`src/rtl/ref_gray_conv_pipe_if.sv`:
```
// Handshake bundle for ref_gray_conv_pipe: the input beat channel and the output beat channel.
// The master drives beats in and accepts results; the slave is the converter.
interface ref_gray_conv_pipe_if #(
   parameter int WIDTH = 16
);
   logic             in_valid;
   logic             in_ready;
   logic             in_mode;
   logic [WIDTH-1:0] in_data;
   logic             out_valid;
   logic             out_ready;
   logic             out_mode;
   logic [WIDTH-1:0] out_data;

   modport master (
      output in_valid, in_mode, in_data, out_ready,
      input  in_ready, out_valid, out_mode, out_data
   );

   modport slave (
      input  in_valid, in_mode, in_data, out_ready,
      output in_ready, out_valid, out_mode, out_data
   );
endinterface

```
`src/rtl/ref_gray_conv_pipe.sv`:
```
// Pipelined gray<->binary converter with valid/ready flow control on both sides.
// Optional sticky gray-sequence checker enabled by defining REF_GRAY_CONV_PIPE_CHECK_EN.
module ref_gray_conv_pipe #(
   parameter int WIDTH  = 16,
   parameter int STAGES = 2
) (
   input  logic                 clk,
   input  logic                 rst_n,
   ref_gray_conv_pipe_if.slave  bus,
   input  logic                 chk_clr,
   output logic                 chk_err
);

   // Gray-to-binary prefix is split into MSB-first chunks, one chunk per stage.
   localparam int CHUNK = (WIDTH + STAGES - 1) / STAGES;

   function automatic logic [WIDTH-1:0] bin2gray(input logic [WIDTH-1:0] d);
      return d ^ (d >> 1);
   endfunction

   // Bits above this stage's chunk are already binary, so r[i+1] carries the running prefix.
   function automatic logic [WIDTH-1:0] g2b_chunk(input logic [WIDTH-1:0] d, input int s);
      logic [WIDTH-1:0] r;
      int               hi;
      int               lo;
      r  = d;
      hi = WIDTH - 1 - s * CHUNK;
      lo = WIDTH - (s + 1) * CHUNK;
      for (int i = WIDTH - 2; i >= 0; i--) begin
         r[i] = (i <= hi && i >= lo) ? (d[i] ^ r[i+1]) : r[i];
      end
      return r;
   endfunction

   function automatic logic multi_bit(input logic [WIDTH-1:0] x);
      return |(x & (x - WIDTH'(1)));
   endfunction

   logic [STAGES-1:0] vld_r;
   logic [STAGES-1:0] mode_r;
   logic [WIDTH-1:0]  data_r     [STAGES];
   logic [STAGES:0]   take_s;
   logic [STAGES-1:0] up_vld_s;
   logic [STAGES-1:0] up_mode_s;
   logic [WIDTH-1:0]  up_data_s  [STAGES];
   logic [WIDTH-1:0]  nxt_data_s [STAGES];

   // Ready ripples back from the output: a stage may load when empty or when it drains.
   always_comb begin
      take_s         = '0;
      take_s[STAGES] = bus.out_ready;
      for (int s = STAGES - 1; s >= 0; s--) begin
         take_s[s] = ~vld_r[s] | take_s[s+1];
      end
   end

   // Per-stage source selection and the conversion slice applied on entry to each stage.
   always_comb begin
      up_vld_s     = '0;
      up_mode_s    = '0;
      up_vld_s[0]  = bus.in_valid;
      up_mode_s[0] = bus.in_mode;
      up_data_s[0] = bus.in_data;
      for (int s = 1; s < STAGES; s++) begin
         up_vld_s[s]  = vld_r[s-1];
         up_mode_s[s] = mode_r[s-1];
         up_data_s[s] = data_r[s-1];
      end
      for (int s = 0; s < STAGES; s++) begin
         if (up_mode_s[s]) begin
            nxt_data_s[s] = (s == 0) ? bin2gray(up_data_s[s]) : up_data_s[s];
         end else begin
            nxt_data_s[s] = g2b_chunk(up_data_s[s], s);
         end
      end
   end

   // Pipeline stage registers; reset discards every in-flight beat.
   always_ff @(posedge clk) begin
      if (!rst_n) begin
         vld_r  <= '0;
         mode_r <= '0;
         for (int s = 0; s < STAGES; s++) begin
            data_r[s] <= '0;
         end
      end else begin
         for (int s = 0; s < STAGES; s++) begin
            if (take_s[s]) begin
               vld_r[s] <= up_vld_s[s];
               if (up_vld_s[s]) begin
                  data_r[s] <= nxt_data_s[s];
                  mode_r[s] <= up_mode_s[s];
               end
            end
         end
      end
   end

   assign bus.in_ready  = rst_n & take_s[0];
   assign bus.out_valid = vld_r[STAGES-1];
   assign bus.out_mode  = mode_r[STAGES-1];
   assign bus.out_data  = data_r[STAGES-1];

`ifdef REF_GRAY_CONV_PIPE_CHECK_EN
   logic [WIDTH-1:0] hist_r;
   logic             hist_vld_r;
   logic             chk_err_r;
   logic             acc0_s;
   logic             err_set_s;

   // An accepted mode-0 beat must differ from the previous one in at most one bit.
   always_comb begin
      acc0_s = bus.in_valid & bus.in_ready & ~bus.in_mode;
      if (acc0_s && hist_vld_r) begin
         err_set_s = multi_bit(bus.in_data ^ hist_r);
      end else begin
         err_set_s = 1'b0;
      end
   end

   // History of the last mode-0 beat and the sticky error; a new error beats a clear.
   always_ff @(posedge clk) begin
      if (!rst_n) begin
         hist_r     <= '0;
         hist_vld_r <= 1'b0;
         chk_err_r  <= 1'b0;
      end else begin
         if (acc0_s) begin
            hist_r     <= bus.in_data;
            hist_vld_r <= 1'b1;
         end
         if (err_set_s) begin
            chk_err_r <= 1'b1;
         end else if (chk_clr) begin
            chk_err_r <= 1'b0;
         end
      end
   end

   assign chk_err = chk_err_r;
`else
   logic unused_chk_clr_s;
   assign unused_chk_clr_s = chk_clr;
   assign chk_err          = 1'b0;
`endif

endmodule

```
`src/flat_wrapper.sv`:
```
// flat-port wrapper written by rule: the top's interface ports become plain ports
module ref_gray_conv_pipe_flat 
#(
   parameter int WIDTH  = 16,
   parameter int STAGES = 2
)
  (clk, rst_n, chk_clr, chk_err, bus_in_valid, bus_in_mode, bus_in_data, bus_out_ready, bus_in_ready, bus_out_valid, bus_out_mode, bus_out_data);
  ref_gray_conv_pipe_if #(.WIDTH(WIDTH)) bus_i ();
  input  logic clk;
  input  logic rst_n;
  input  logic chk_clr;
  output logic chk_err;
  input wire logic [$bits(bus_i.in_valid)-1:0] bus_in_valid;
  input wire logic [$bits(bus_i.in_mode)-1:0] bus_in_mode;
  input wire logic [$bits(bus_i.in_data)-1:0] bus_in_data;
  input wire logic [$bits(bus_i.out_ready)-1:0] bus_out_ready;
  output wire logic [$bits(bus_i.in_ready)-1:0] bus_in_ready;
  output wire logic [$bits(bus_i.out_valid)-1:0] bus_out_valid;
  output wire logic [$bits(bus_i.out_mode)-1:0] bus_out_mode;
  output wire logic [$bits(bus_i.out_data)-1:0] bus_out_data;
  assign bus_i.in_valid = bus_in_valid;
  assign bus_i.in_mode = bus_in_mode;
  assign bus_i.in_data = bus_in_data;
  assign bus_i.out_ready = bus_out_ready;
  assign bus_in_ready = bus_i.in_ready;
  assign bus_out_valid = bus_i.out_valid;
  assign bus_out_mode = bus_i.out_mode;
  assign bus_out_data = bus_i.out_data;
  ref_gray_conv_pipe #(.WIDTH(WIDTH), .STAGES(STAGES)) u_core (.clk(clk), .rst_n(rst_n), .bus(bus_i), .chk_clr(chk_clr), .chk_err(chk_err));
endmodule
```
`config.mk`:
```
export PLATFORM = sky130hd
export DESIGN_NAME = ref_gray_conv_pipe_flat
export DESIGN_NICKNAME = d
export VERILOG_FILES = /design/src/rtl/ref_gray_conv_pipe_if.sv /design/src/rtl/ref_gray_conv_pipe.sv /design/src/flat_wrapper.sv
export SDC_FILE = /design/constraint.sdc
export NUM_CORES = 1
export LEC_CHECK = 0
export ABC_AREA = 1
export CORE_MARGIN = 2
export CORE_UTILIZATION = 40
export DETAILED_ROUTE_END_ITERATION = 10
export PLACE_DENSITY = 0.72
export SLEW_MARGIN = 10
export SYNTH_ARGS = -nofsm -noshare
export SYNTH_HDL_FRONTEND = slang
export SYNTH_SLANG_ARGS = --single-unit
```
`constraint.sdc`:
```
create_clock -name clk -period 1.9 [get_ports clk]
set_input_delay 0.38 -clock clk [delete_from_list [all_inputs] [get_ports clk]]
set_output_delay 0.38 -clock clk [all_outputs]
set_load 0.02 [all_outputs]
```
==> results of run 1 <==
[sequential cells by signal, indices dropped and copies added (netlist names)]
signal and cells:
u_core.mode_r 2, u_core.data_r 32, u_core.vld_r 2
[final timing paths]
| path | to | slack [ps] | cells past startpoint |
|---|---|---|---|
| setup / recovery | bus_in_ready | 120 | 6 |
| hold / removal | u_core.mode_r[1] | 500 | 2 |
| setup reg to reg | u_core.data_r[0][16] | 180 | 12 |
| hold reg to reg | u_core.mode_r[1] | 500 | 2 |
[power by group]
group | switching (mW) | internal, mW | leakage (nW)
clock network | 0.244 | 0.257 | 0.0422
registers | 0.0341 | 0.946 | 0.378
logic | 0.277 | 0.233 | 0.718
total | 0.555 | 1.44 | 1.14
[cells in the mapped netlist (all sizes together)]
cell and count:
dfxtp 4, o21ai 6, nand3 23, a21oi 14, xor2 12, buf 19
conb 1, nand2 47, inv 30, nor2 19, xnor2 3, o31ai 1
clkbuf 3, o211ai 3, edfxtp 32, or2 2
[per-layer routing]
| metal | up-vias | track usage | routed length [um] |
|---|---|---|---|
| met4 | 0 | 0.0643 | 48 |
| met5 | - | 0 | 0 |
| li1 | 761 | - | - |
| met3 | 5 | 0.0321 | 114 |
| met1 | 624 | 0.167 | 1470 |
| met2 | 30 | 0.225 | 1630 |
[cell usage in the layout (no fill, tap or decap)]
cell type	n
xnor2_1	1
clkinv_2	1
xor2_1	11
a21oi_1	14
nand2_2	4
edfxtp_1	32
xor2_2	1
o211ai_1	3
clkbuf_8	5
clkbuf_1	2
nand2_1	43
or2_2	2
o31ai_1	1
nand3_1	10
inv_2	2
nor2_2	1
dfxtp_1	4
nand3_2	13
dlymetal6s2s_1	2
inv_1	28
clkdlybuf4s50_1	36
o21ai_1	1
xnor2_2	2
dlygate4sd2_1	1
buf_12	3
conb_1	1
buf_4	10
nor2_1	18
o21ai_0	5
[critical path, stage by stage]
cell and delay [ps]:
clkdlybuf4s50_1 450, inv_1 40, nand3_1 70, nand2_1 50, inv_1 60, dlygate4sd2_1 340
[what timing repair did]
action                                  4_1_cts  5_1_grt
pin swaps                                     0        2
buffers inserted                              0        0
endpoints found under the setup margin        1        3
resized for setup                             1        9
cloned                                        0        0
[logic make-up (layout without fill, tap and decap cells)]
logic type | Yosys count | in the layout | share of synthesized area
and+or+nand+nor | 91 | 91 | 0.211
AOI/OAI and AO/OA | 24 | 24 | 0.0641
xor gates and xnor gates | 15 | 15 | 0.0721
buffers and inverters | 52 | 90 | 0.138
other | 1 | 1 | 0.00185
DFF | 36 | 36 | 0.513
[stage by stage]
stage          setup TNS (ps)  worst slack (ps)  power, mW  cell area, um2
6_report                    0               124       1.99            2590
5_1_grt                     0              22.2       2.11            2590
4_1_cts                     0               116       1.99            2550
3_5_place_dp             -826              -192       1.49            2470
3_3_place_gp             -541              -140       1.47            2470
2_1_floorplan               0               303       1.33            2030
[layout make-up]
class / count / area [um2]
sequential: 36 / 1040
clock inverter: 1 / 5.00
fill: 449 / 2230
inverter: 30 / 113
timing repair buffer: 52 / 529
clock buffer: 7 / 76.3
multi-input combinational: 131 / 741
tap: 67 / 83.8
==> flow_summary.toml, run 1 <==
[drt]
viasPerCell = 4.38
drc = 0
firstDrtPassIters = 4
post_drt_wl_per_cell_um = 10.1
drtIter0Drc = 92
ant_nets = 0
wl_um = 3260
vias = 1420

[floorplan]
die_width_um = 75.2
core_um2 = 4820
dieHeight_um = 75.2
die-area_um2 = 5660
num_rows = 25
start_util = 0.421
io_pins = 42

[clocking]
cts_root_buffer = "clkbuf_8"
clkTransAtPathRegs_ps = 60
insertion_delay_ps = 280
cts_tree = "yes"
hold_buffers = 0
htreeDepth = 2
cts_sinks = 36
cts_buffer_depth = 2
cts_buffers = 5

[logic_synthesis]
synth_area_um2 = 2030
synth_area_per_cell_um2 = 9.27
yosysSeqAreaShare = 0.513
synth_nets = 241
yosysWarnings = 0
synth-seq-cells = 36
synth_top_area_share = 0.473
yosysUniqueCellTypes = 25
synth_area_leaders = "edfxtp_1, nand2_1, buf_4"
syn_inst = 219
yosysTopAreaCell = "edfxtp_1"

[layout]
fin_cells = 324
syn2layout_area_growth_pct = 27.6
drive_gt1_frac = 0.171
nets = 278
diodes = 0
fin_util = 0.537

[timing]
finalSetupViolCount = 0
drv_slew = 0
finalHoldViolCount = 0
skew_ps = 6.46
finalCriticalPeriod_ps = 1780
max_freq_mhz = 563
rsz0062_at_grt = "true"
fin_crit_sh = 0.935
whs_ps = 498

[critical_path]
worstSetupPathType = "primary input to output port"
worstPathArrival_ps = 1400
end_kind = "output port"
critPathMaxFanout = 2
startpoint = "bus_out_ready"
r2r-start = "u_core.data_r[0][6]"
start_kind = "primary input"
cp.required_ps = 1520

[run_status]
status = "completed"

[grt]
gr-total-overflow = 0
grt_usage = 0.136
antenna_found_initial = 0
grt_start_max_net_pins = 18
first_global_vias = 1305
grt_pass1_wl_um = 5710

[place]
dp_hpwl_um = 2560
placed_cells = 316
io_buffers = 39
gp_congestion = 0.830

[job]
cap_violations = 0

[pwr]
power.leakage_nw = 1.14
vdd_drop_max_uv = 277
power.density_nw_per_um2 = 769

[hold_path]
holdCritStartpoint = "u_core.mode_r[1]"
hold_path_class = "register to register"
Note: power is estimated with default switching activity, not from simulation.
==> run 2: changes to the inputs <==
Settings changed: SLEW_MARGIN 10 to 25.
==> results of run 2 <==
The final DEF is identical to that of run 1; final timing and power are the same.
==> run 3: changes to the inputs <==
Settings changed: TNS_END_PERCENT from default to 30.
==> results of run 3 <==
The final DEF is identical to that of run 1; final timing and power are the same.
